<file path="config.mk">
export PLATFORM = sky130hd
export DESIGN_NAME = accel_sequencer
export DESIGN_NICKNAME = d
export VERILOG_FILES = /design/src/rtl/accel_sequencer.sv
export SDC_FILE = /design/constraint.sdc
export NUM_CORES = 1
export LEC_CHECK = 0
export ABC_AREA = 1
export BUFFER_PORTS_ARGS = -buffer_cell sky130_fd_sc_hd__buf_4
export CAP_MARGIN = 20
export CORE_AREA = 2 2 97 99
export CTS_BUF_LIST = sky130_fd_sc_hd__clkbuf_8
export DETAILED_ROUTE_END_ITERATION = 10
export DIE_AREA = 0 0 99 101
export GPL_ROUTABILITY_DRIVEN = 1
export PLACE_DENSITY = 0.77
export SYNTH_ARGS = -nofsm -noshare
export SYNTH_HDL_FRONTEND = slang
export SYNTH_SLANG_ARGS = --single-unit
</file>
<file path="constraint.sdc">
create_clock -name sys_clock -period 2.1 [get_ports sys_clock]
set_input_delay 0.315 -clock sys_clock [delete_from_list [all_inputs] [get_ports sys_clock]]
set_output_delay 0.315 -clock sys_clock [all_outputs]
set_load 0.03 [all_outputs]
</file>
<file path="src/rtl/accel_sequencer.sv">
// Accelerometer sequencer: configures the sensor through the shared SPIMaster, then issues
// timer/INT1-driven 7-byte burst reads from STATUS_REG and unpacks signed X/Y/Z samples.
module accel_sequencer #(
  parameter int unsigned POLL_DIV      = 1048576,
  parameter logic [7:0]  CTRL_REG1_VAL = 8'h2F,
  parameter logic [7:0]  CTRL_REG4_VAL = 8'h00,
  parameter int unsigned TIMEOUT_CYC   = 4096,
  parameter bit          USE_INT       = 1'b1
) (
  input  logic        sys_clock,
  input  logic        reset_n,
  input  logic        int1,
  input  logic        spi_ready,
  input  logic [55:0] spi_rdata,
  input  logic        overrun_clr,
  output logic        spi_enable,
  output logic        spi_rw,
  output logic [5:0]  spi_address,
  output logic [7:0]  spi_wdata,
  output logic [15:0] sample_x,
  output logic [15:0] sample_y,
  output logic [15:0] sample_z,
  output logic        sample_valid,
  output logic        configured,
  output logic        overrun,
  output logic        err_timeout,
  output logic [2:0]  dbg_state
);

  localparam int PW = (POLL_DIV > 1) ? $clog2(POLL_DIV) : 1;
  localparam int TW = $clog2(TIMEOUT_CYC + 1);
  localparam logic [PW-1:0] POLL_LAST = PW'(POLL_DIV - 1);
  localparam logic [TW-1:0] TO_LAST   = TW'(TIMEOUT_CYC - 1);

  typedef enum logic [2:0] {
    ST_RST  = 3'd0,
    ST_CFG1 = 3'd1,
    ST_CFG2 = 3'd2,
    ST_WAIT = 3'd3,
    ST_READ = 3'd4
  } state_t;

  state_t         r_state;
  state_t         w_next;
  logic           r_spi_enable;
  logic           r_spi_rw;
  logic [5:0]     r_spi_address;
  logic [7:0]     r_spi_wdata;
  logic [15:0]    r_sample_x;
  logic [15:0]    r_sample_y;
  logic [15:0]    r_sample_z;
  logic           r_sample_valid;
  logic           r_configured;
  logic           r_overrun;
  logic           r_err_timeout;
  logic [PW-1:0]  r_poll_cnt;
  logic [TW-1:0]  r_to_cnt;
  logic           r_pending;
  logic           r_int1_meta;
  logic           r_int1_sync;
  logic           r_int1_prev;

  logic           w_busy;
  logic           w_done;
  logic           w_timeout;
  logic           w_tick;
  logic           w_int_rise;
  logic           w_trig;
  logic           w_en_next;
  logic           w_rw_next;
  logic [5:0]     w_addr_next;
  logic [7:0]     w_wdata_next;
  logic           w_accept;
  logic           w_unused;

  // Handshake: spi_enable is the request and stays high until a 1-cycle spi_ready is
  // sampled (transaction complete) or the timeout expires; ready with enable low is ignored.
  assign w_busy     = (r_state == ST_CFG1) || (r_state == ST_CFG2) || (r_state == ST_READ);
  assign w_done     = w_busy && r_spi_enable && spi_ready;
  assign w_timeout  = w_busy && r_spi_enable && !spi_ready && (r_to_cnt == TO_LAST);
  assign w_tick     = (r_poll_cnt == POLL_LAST);
  assign w_int_rise = r_int1_sync && !r_int1_prev;
  assign w_trig     = w_tick || (USE_INT && w_int_rise);
  assign w_accept   = w_done && (r_state == ST_READ) && spi_rdata[51];
  assign w_unused   = ^{spi_rdata[54:52], spi_rdata[50:48]};

  always_comb begin
    w_next       = r_state;
    w_en_next    = 1'b0;
    w_rw_next    = 1'b0;
    w_addr_next  = 6'h00;
    w_wdata_next = 8'h00;
    case (r_state)
      ST_RST:  w_next = ST_CFG1;
      ST_CFG1: if (w_done) w_next = ST_CFG2;
      ST_CFG2: if (w_done) w_next = ST_WAIT;
      ST_WAIT: if (w_trig || r_pending) w_next = ST_READ;
      ST_READ: if (w_done) w_next = ST_WAIT;
      default: w_next = ST_RST;
    endcase
    if (w_timeout) w_next = ST_CFG1;
    // Outputs follow the state being entered; a timeout forces one idle cycle before retrying.
    case (w_next)
      ST_CFG1: begin
        w_en_next    = !w_timeout;
        w_addr_next  = 6'h20;
        w_wdata_next = CTRL_REG1_VAL;
      end
      ST_CFG2: begin
        w_en_next    = 1'b1;
        w_addr_next  = 6'h23;
        w_wdata_next = CTRL_REG4_VAL;
      end
      ST_READ: begin
        w_en_next   = 1'b1;
        w_rw_next   = 1'b1;
        w_addr_next = 6'h27;
      end
      default: begin
        w_en_next = 1'b0;
      end
    endcase
  end

  always_ff @(posedge sys_clock or negedge reset_n) begin
    if (!reset_n) r_state <= ST_RST;
    else          r_state <= w_next;
  end

  always_ff @(posedge sys_clock or negedge reset_n) begin
    if (!reset_n) begin
      r_spi_enable   <= 1'b0;
      r_spi_rw       <= 1'b0;
      r_spi_address  <= 6'h00;
      r_spi_wdata    <= 8'h00;
      r_sample_x     <= 16'h0000;
      r_sample_y     <= 16'h0000;
      r_sample_z     <= 16'h0000;
      r_sample_valid <= 1'b0;
      r_configured   <= 1'b0;
      r_overrun      <= 1'b0;
      r_err_timeout  <= 1'b0;
      r_poll_cnt     <= '0;
      r_to_cnt       <= '0;
      r_pending      <= 1'b0;
      r_int1_meta    <= 1'b0;
      r_int1_sync    <= 1'b0;
      r_int1_prev    <= 1'b0;
    end else begin
      r_spi_enable  <= w_en_next;
      r_spi_rw      <= w_rw_next;
      r_spi_address <= w_addr_next;
      r_spi_wdata   <= w_wdata_next;
      r_int1_meta   <= int1;
      r_int1_sync   <= r_int1_meta;
      r_int1_prev   <= r_int1_sync;
      r_poll_cnt    <= w_tick ? '0 : r_poll_cnt + PW'(1);
      // Counts cycles of a continuously requested transaction; restarts on any new request.
      r_to_cnt      <= (w_en_next && r_spi_enable && (w_next == r_state)) ? r_to_cnt + TW'(1) : '0;
      r_pending     <= (r_state == ST_WAIT) ? 1'b0 : (r_pending || w_trig);
      r_sample_valid <= w_accept;
      if (w_accept) begin
        r_sample_x <= {spi_rdata[39:32], spi_rdata[47:40]};
        r_sample_y <= {spi_rdata[23:16], spi_rdata[31:24]};
        r_sample_z <= {spi_rdata[7:0],   spi_rdata[15:8]};
      end
      if (w_accept && spi_rdata[55]) r_overrun <= 1'b1;
      else if (overrun_clr)          r_overrun <= 1'b0;
      if (w_timeout)                             r_configured <= 1'b0;
      else if (w_done && (r_state == ST_CFG2))   r_configured <= 1'b1;
      if (w_timeout) r_err_timeout <= 1'b1;
    end
  end

  assign spi_enable   = r_spi_enable;
  assign spi_rw       = r_spi_rw;
  assign spi_address  = r_spi_address;
  assign spi_wdata    = r_spi_wdata;
  assign sample_x     = r_sample_x;
  assign sample_y     = r_sample_y;
  assign sample_z     = r_sample_z;
  assign sample_valid = r_sample_valid;
  assign configured   = r_configured;
  assign overrun      = r_overrun;
  assign err_timeout  = r_err_timeout;
  assign dbg_state    = r_state;

endmodule

</file>
======== After elaboration in Yosys (flattened, before gate mapping) ========
Cells that the tools add are included.
storage, ports and cells
  logic and storage cells ................. 69
  register bits after elaboration ......... 108
  output and inout bits ................... 71
cells by class
  eq/ne operators ......................... 10
  muxes and demuxes ....................... 16
  add/sub/neg operators ................... 2
  reduce and logical (&&, ||, !) cells .... 23
operators by type and width
  kind                                                                number
  20-bit by 1-bit adder with 20-bit output (second input constant)    1
  20-bit == test (second input constant)                              1
  20-bit 2-to-1 mux                                                   1
  6-bit case mux with 3 select lines                                  1
  13-bit by 1-bit adder with 13-bit output (second input constant)    1
  13-bit by 12-bit == test with 1-bit output (second input constant)  1
  13-bit 2-to-1 mux                                                   1
  3-bit 2-to-1 mux                                                    4
  3-bit case mux with 4 select lines                                  1
  1-bit logical AND                                                   11
  3-bit by 2-bit == test with 1-bit output (second input constant)    3
  3-bit by 1-bit == test with 1-bit output (second input constant)    2
  3-bit == test (second input constant)                               2
  1-bit 2-to-1 mux                                                    6
  6-bit 2-to-1 mux                                                    1
  1-bit logical OR                                                    4
  2-bit nonzero test                                                  2
  2-bit OR reduction                                                  2
  3-bit == test                                                       1
  1-bit logical NOT                                                   3
  3-bit logical NOT                                                   1
  1-bit case mux with 2 select lines                                  1

======== Depth between registers and ports, before layout ========
Gate-level depths: netlist of run 1.
  depth in word-level cells ............... 14
  gate-level depth with buffers ........... 15
  gate-level depth less buffers ........... 14

======== Worst setup path after synthesis of run 1 ========
OpenSTA, ideal clock, no wires.
  kind .................................... register to register
  from .................................... reg r_state[0] (netlist: dbg_state[0])
  to ...................................... reg r_to_cnt[9]
  arrival ................................. 1.869 ns
  setup time .............................. 0.068 ns
  cell stages (with the launch flop) ...... 14
  path buffers ............................ 1
  path slack .............................. 0.163 ns
  required time ........................... 2.032 ns
  cell sequence ........................... dfrtp_1 inv_1 nand3_2 nand3_2 nand3b_1 inv_1 nand2_2 nand2_2 nor2_4 nor2_1 nor2_4 nand3_4 buf_12 nor2_4
between the ends
  word-level cells in the longest chain between the ends .. 14
  elaborated cells on any way between the ends .. 27
RTL lines
  item                                                                                                  RTL line    source
  start, declared                                                                                       43          state_t r_state;
  start signal, assigned                                                                                127         else r_state <= w_next;
  3-bit by 1-bit == test with 1-bit output or 3-bit by 2-bit == test with 1-bit output (tied branches)  78, 93
  1-bit logical OR (2 in a row)                                                                         78          assign w_busy = (r_state == ST_CFG1) || (r_state == ST_CFG2) || (r_state == ST_READ);
  1-bit logical AND                                                                                     79, 80
  1-bit logical AND                                                                                     79          assign w_done = w_busy && r_spi_enable && spi_ready;
  3-bit 2-to-1 mux, on equally long branches                                                            96, 98, 95
  3-bit case mux with 4 select lines                                                                    93          case (r_state)
  3-bit 2-to-1 mux                                                                                      101         if (w_timeout) w_next = ST_CFG1;
  3-bit == test or 3-bit by 2-bit == test with 1-bit output (tied branches)                             103         case (w_next)
  2-bit OR reduction (no line)                                                                          n/a
  1-bit case mux with 2 select lines                                                                    103
  1-bit logical AND                                                                                     159         r_to_cnt <= (w_en_next && r_spi_enable && (w_next == r_state)) ? r_to_cnt + TW'(1) : '0;
  1-bit logical AND *                                                                                   159
  13-bit 2-to-1 mux *                                                                                   159
  end signal, assigned                                                                                  159
  end, declared                                                                                         57          logic [TW-1:0] r_to_cnt;
Mark *: on every way between the ends. The rest lies on a longest branch, timed or not.
A chain may end at the register's enable or synchronous reset.

======== Final worst setup path of run 1 ========
  from .................................... reg r_poll_cnt[0]
  to ...................................... reg r_to_cnt[9]
between the ends
  word-level cells in the longest chain between the ends .. 12
  elaborated cells on any way between the ends .. 15
RTL lines
  item                                                                       RTL line  source
  start, declared                                                            56        logic [PW-1:0] r_poll_cnt;
  start signal, assigned                                                     157       r_poll_cnt <= w_tick ? '0 : r_poll_cnt + PW'(1);
  20-bit == test *                                                           81        assign w_tick = (r_poll_cnt == POLL_LAST);
  1-bit logical OR *                                                         83        assign w_trig = w_tick || (USE_INT && w_int_rise);
  1-bit logical OR *                                                         97        ST_WAIT: if (w_trig || r_pending) w_next = ST_READ;
  3-bit 2-to-1 mux *                                                         97
  3-bit case mux with 4 select lines *                                       93
  3-bit 2-to-1 mux *                                                         101
  3-bit == test or 3-bit by 2-bit == test with 1-bit output (tied branches)  103
  2-bit OR reduction (no line)                                               n/a
  1-bit case mux with 2 select lines *                                       103
  via w_en_next                                                              69        logic w_en_next;
  1-bit logical AND * (2 in a row)                                           159
  13-bit 2-to-1 mux *                                                        159
Mark *: on every way through the listed nets, which the timed path passes. The rest lies on a longest branch.

==> impl_metrics.csv, run 1 <==
group,metric,value,unit
outcome,status,"completed",
logic_synthesis,avgSynthCellArea,8.938,µm²
logic_synthesis,synthArstFlopShare,1.000,
timing,whs,0.05903,ns
final_layout,drive_above_1_share,0.3199,
power,p_per_area,1305,nW/µm²
place,gp_routability_congestion,0.7991,
clock_tree,clk_pin_slew,0.09,ns
global_routing,grt_max_degree,53,
die,fp.dieH,101,µm
timing,tightestPinTransition,0.6526,ns
route,ant_nets,0,
logic_synthesis,synthFlopType,"dfrtp_1",
route,drt_iter0_drc,133,
logic_synthesis,seq_area_frac_synth,0.5554,
global_routing,grt_use_met1,0.2477,
route,wirelength,9310,µm
final_layout,antenna_cells,0,
power,ir_drop,715.8,µV
timing,maxSlewViolCount,0,
min_path,hp-class,"in2reg",
clock_tree,insertion_delay,0.36,ns
global_routing,grt.total_usage,0.1964,
timing,hold_viol,0,
global_routing,overflow,0,
die,die_x,99,µm
die,coreArea,8977,µm²
route,drt-pass1-iter-count,4,
logic_synthesis,synth_area_leaders,"dfrtp_1 (56%), nand2_1 (16%), nor2_4 (3.9%)",
critical_path,crit_path_end_kind,"flip-flop",
timing,fin_crit_sh,0.9374,
power,leakagePower,3.089,nW
critical_path,worstPathRequired,2.39,ns
clock_tree,cts_made_buffers,9,
final_layout,fin_area,5688,µm²
clock_tree,cts_sinks,97,
route,vias,3534,
die,io_pins,132,
place,hpwl,6699,µm
route,wl_per_cell,12.75,µm
global_routing,grt_pass1_vias,3489,
flow_run,cap_violations,0,
global_routing,use_met2,0.3134,
power,p_total,7.425,mW
clock_tree,cts-root-buf,"clkbuf_8",
final_layout,areaGrowthSynthToFinish,30.15,%
critical_path,arrival,2.26,ns
logic_synthesis,synth_cells,489,
place,port_buffers,120,
critical_path,cp-start-kind,"flip-flop",
logic_synthesis,synth_edf_count,0,
logic_synthesis,synth_seq_cells,97,
timing,max_freq,508.0,MHz
timing,setup_violations,0,
route,drc,0,
logic_synthesis,ys_warn_count,0,
critical_path,cp_max_fo,6,
logic_synthesis,synth_common_cells,"nand2_1 (187), dfrtp_1 (97), inv_1 (42)",
timing,skew,0.01207,ns
logic_synthesis,yosysTopAreaCell,"dfrtp_1",
timing,worst_slack,0.1315,ns
global_routing,grtUsageMet3,0.06727,
route,routed_via_density,4.841,
clock_tree,cts_tree,"done",
die,start_util,0.4868,
global_routing,grt_pass1_wl,15730,µm
die,num_rows,35,
logic_synthesis,synth_top_cell_area_share,0.5554,
logic_synthesis,syn-cell-area,4370,µm²
place,post_dp_cell_area,5370,µm²
place,dp_worst_setup_slack,0.07915,ns
timing,slew-limit-headroom,0.5649,
die,dieArea,9999,µm²
clock_tree,clock_path_buffers,2,
clock_tree,htreeDepth,3,
final_layout,fin_nets,679,
critical_path,path_class,"reg2reg",
timing,rsz0062_at_grt,"yes",
global_routing,top_usage_layer,"met2",
global_routing,antenna_found_initial,0,
timing,period_needed,1.969,ns
logic_synthesis,synth_cell_type_count,35,
logic_synthesis,synth_most_common_cell,"nand2_1",
[registers in the layout, indices dropped and copies added (netlist names), 3 cells and up]
name and cells:
r_poll_cnt 20, sample_x 16, sample_y 16, sample_z 16, r_to_cnt 13, dbg_state 3
spi_address 3
[critical path, stage by stage, from the launching register on]
cell,delay (ns)
dfrtp_1,0.37
ha_2,0.19
nand2_2,0.07
nor2_4,0.15
nand2_4,0.08
nor2_4,0.12
nand2_4,0.08
nand3_4,0.08
nand2_2,0.06
nor2_4,0.15
nand2_2,0.10
nand3_4,0.09
nand3_4,0.10
clkbuf_16,0.19
nor2_4,0.07
[stage by stage]
| step | TNS, ns | instances | util |
|---|---|---|---|
| global placement | 0 | 709 | 0.5982 |
| detailed placement | 0 | 709 | 0.5982 |
| global route | -0.2461 | 730 | 0.6336 |
| finish | 0 | 730 | 0.6336 |
| CTS | 0 | 724 | 0.6223 |
| floorplan | 0 | 493 | - |
[power breakdown]
group          total, mW  switching (mW)  leakage [nW]  internal (mW)
sequential          2.72           0.337          1.30           2.38
clock               1.29           0.628         0.105          0.660
combinational       3.42            2.16          1.69           1.26
[final cells by class]
type                       count  area, µm²
inverter                      44      165.2
clock inverter                 5      82.58
tap                          111      138.9
clock buffer                   9      123.9
sequential                    97       2431
fill                         705       3289
timing repair buffer         135       1071
multi-input combinational    329       1675
[layout by cell type, fill, tap and decap left out, types with 3 or more instances in the layout]
master / count
xor2_1: 7
nand2_2: 8
clkbuf_8: 9
nand4_1: 7
nor2_4: 15
inv_1: 42
dfrtp_2: 3
nor2_2: 4
nand2_4: 3
xnor2_1: 7
buf_12: 3
nor2_1: 29
conb_1: 5
nor3_1: 5
nand2_1: 186
buf_4: 130
nand3_4: 3
nand3_2: 4
nand3_1: 13
o21ai_0: 10
a21oi_1: 8
dfrtp_1: 94
[cells by family after synthesis]
kind of cell    count (synthesis)  share of synthesized area
fa+ha+maj                       2                   0.005725
other cells                     1                  0.0008580
xor+xnor                       14                    0.02806
flops                          97                     0.5554
buf+inv                        67                    0.07272
compound gates                 24                    0.03178
simple gates                  284                     0.3055
[path summary, 6_finish.rpt]
kind                                               from                        to  slack, ns  cells after the start
worst max-delay path            r_poll_cnt[0]$_DFF_PN0_     r_to_cnt[9]$_DFF_PN0_       0.13                     14
worst min-delay path                               int1     r_int1_meta$_DFF_PN0_       0.06                      1
worst max register to register  r_poll_cnt[0]$_DFF_PN0_     r_to_cnt[9]$_DFF_PN0_       0.13                     14
worst min register to register    r_int1_meta$_DFF_PN0_     r_int1_sync$_DFF_PN0_       0.36                      0
max in group asynchronous                       reset_n    dbg_state[2]$_DFF_PN0_       0.95                      3
min in group asynchronous                       reset_n  sample_x[10]$_DFFE_PN0P_       0.51                      2
[metal layers]
metal	up-vias	routed length [µm]	share of wire
li1	1737	-	-
met1	1676	3988	0.43
met2	112	4426	0.48
met3	9	762	0.082
met4	0	133	0.014
met5	-	0	0
[timing repair]
item | CTS | global route
buffers inserted | 0 | 5
hold buffers | 1 | 0
resized for setup | 0 | 13
setup endpoints to repair | 0 | 13
hold endpoints to repair | 36 | 0
Power figures use the tool's default switching activity.
==> run 2: changes to the inputs <==
--- a/config.mk
+++ b/config.mk
@@ -6,7 +6,7 @@
 export NUM_CORES = 1
 export LEC_CHECK = 0
 export ABC_AREA = 1
-export BUFFER_PORTS_ARGS = -buffer_cell sky130_fd_sc_hd__buf_4
+export BUFFER_PORTS_ARGS = -buffer_cell sky130_fd_sc_hd__clkbuf_2
 export CAP_MARGIN = 20
 export CORE_AREA = 2 2 97 99
 export CTS_BUF_LIST = sky130_fd_sc_hd__clkbuf_8
==> constraint.sdc (replaced) <==
create_clock -name sys_clock -period 2.2 [get_ports sys_clock]
set_input_delay 0.33 -clock sys_clock [delete_from_list [all_inputs] [get_ports sys_clock]]
set_output_delay 0.33 -clock sys_clock [all_outputs]
set_load 0.03 [all_outputs]
==> impl_metrics.csv, run 2 (synthesis gave the netlist of run 1 again) <==
group,metric,value,unit
critical_path,cp-start-kind,"flip-flop",
critical_path,crit_path_end_kind,"flip-flop",
final_layout,regMostFlops,"r_poll_cnt",
route,wl_per_cell,12.39,µm
timing,period_needed,1.988,ns
route,ant_nets,0,
global_routing,grt_pass1_wl,15510,µm
final_layout,final_common_cell,"nand2_1",
global_routing,grt_max_degree,51,
global_routing,antenna_found_initial,0,
power,ir_drop,747.3,µV
clock_tree,cts_sinks,97,
clock_tree,cts_made_buffers,9,
global_routing,grt.total_usage,0.1947,
route,drt_iter0_drc,113,
final_layout,antenna_cells,0,
final_layout,drive_above_1_share,0.2997,
clock_tree,clock_path_buffers,2,
final_layout,most-common-layout-cells,"nand2_1 (187), clkbuf_2 (119), dfrtp_1 (97), inv_1 (44), nor2_1 (32)",
flow_run,cap_violations,0,
route,wirelength,8983,µm
timing,fin_crit_sh,0.9035,
timing,setup_violations,0,
final_layout,fillers,761,
timing,max_freq,503.1,MHz
clock_tree,cts-root-buf,"clkbuf_8",
die,dieArea,9999,µm²
die,die_x,99,µm
critical_path,cp_max_fo,13,
timing,hold_viol,0,
final_layout,largest_register_ff_count,20,
die,io_pins,132,
outcome,status,"completed",
timing,rsz0062_at_grt,"no",
timing,setup-tns-final,0,ns
timing,skew,0.01496,ns
final_layout,fin_nets,672,
clock_tree,clk_pin_slew,0.10,ns
power,leakagePower,2.962,nW
critical_path,path_class,"reg2reg",
place,gp_routability_congestion,0.8235,
clock_tree,insertion_delay,0.36,ns
route,drc,0,
route,vias,3478,
critical_path,arrival,2.28,ns
place,hpwl,6572,µm
die,coreArea,8977,µm²
die,num_rows,35,
route,drt-pass1-iter-count,4,
route,routed_via_density,4.797,
final_layout,areaGrowthSynthToFinish,21.47,%
power,p_per_area,1255,nW/µm²
global_routing,overflow,0,
global_routing,grt_pass1_vias,3531,
die,fp.dieH,101,µm
timing,maxSlewViolCount,0,
critical_path,worstPathRequired,2.49,ns
clock_tree,htreeDepth,3,
clock_tree,cts_tree,"done",
min_path,hp-class,"in2reg",
die,start_util,0.4868,
final_layout,final_core_util,0.5914,
place,port_buffers,120,
-- run 2: timing repair --
item,CTS,global route
setup endpoints to repair,0,13
gates resized for setup,0,3
hold buffers,1,0
buffers inserted,0,1
endpoints found under the hold margin,35,0
-- run 2: power breakdown --
part / switching (mW) / total, mW / internal, mW
Sequential: 0.324 / 2.59 / 2.27
Clock: 0.614 / 1.26 / 0.643
Combinational: 2.01 / 2.81 / 0.806
-- run 2: final timing paths --
kind	start	endpoint	slack, ns	cells past startpoint
worst max-delay path	dbg_state[1]$_DFF_PN0_	r_to_cnt[1]$_DFF_PN0_	0.21	13
worst min-delay path	int1	r_int1_meta$_DFF_PN0_	0.07	1
worst max register to register	dbg_state[1]$_DFF_PN0_	r_to_cnt[1]$_DFF_PN0_	0.21	13
worst min register to register	r_int1_meta$_DFF_PN0_	r_int1_sync$_DFF_PN0_	0.37	0
max in group asynchronous	reset_n	r_poll_cnt[5]$_DFF_PN0_	1.05	3
min in group asynchronous	reset_n	sample_x[11]$_DFFE_PN0P_	0.47	2
-- run 2: stage by stage --
step / total power, mW / hold slack (ns) / setup slack [ns] / instance area (µm²) / std cells
2_1_floorplan: 4.665 / 0.03441 / 0.2629 / 4385 / 493
3_3_place_gp: 5.366 / 0.3210 / 0.2202 / 5062 / 707
3_5_place_dp: 5.445 / 0.3302 / 0.1661 / 5062 / 707
4_1_cts: 6.727 / 0.05172 / 0.1346 / 5290 / 724
5_1_grt: 7.056 / 0.05420 / 0.002075 / 5309 / 725
6_report: 6.662 / 0.06877 / 0.2122 / 5309 / 725
-- run 2: area by class of cell --
type                    count  area [µm²]  share of cell area
well taps                 111       138.9             0.02616
flip-flops and latches     97        2427              0.4572
clock inverters             7       93.84             0.01768
inverters                  44       165.2             0.03111
multi-input cells         329        1657              0.3120
clock buffers               9       123.9             0.02333
repair buffers            128       703.2              0.1325
-- run 2: critical path, stage by stage, from the launching register on --
cell and delay, ns:
dfrtp_1 0.51, nor2_1 0.10, nand2_2 0.12, nand3_2 0.12
nand3b_1 0.14, inv_1 0.06, nand2_2 0.09, nand2_2 0.09
nor2_4 0.15, nor2_1 0.08, nor2_4 0.13, nand3_4 0.08
buf_12 0.17, nor2_1 0.10
-- run 2: routing by layer --
metal / vias up / track usage / part of all wire
li1: 1728 / - / -
met1: 1622 / 0.2422 / 0.43
met2: 114 / 0.3191 / 0.48
met3: 14 / 0.06103 / 0.073
met4: 0 / 0.07587 / 0.020
met5: - / 0 / 0
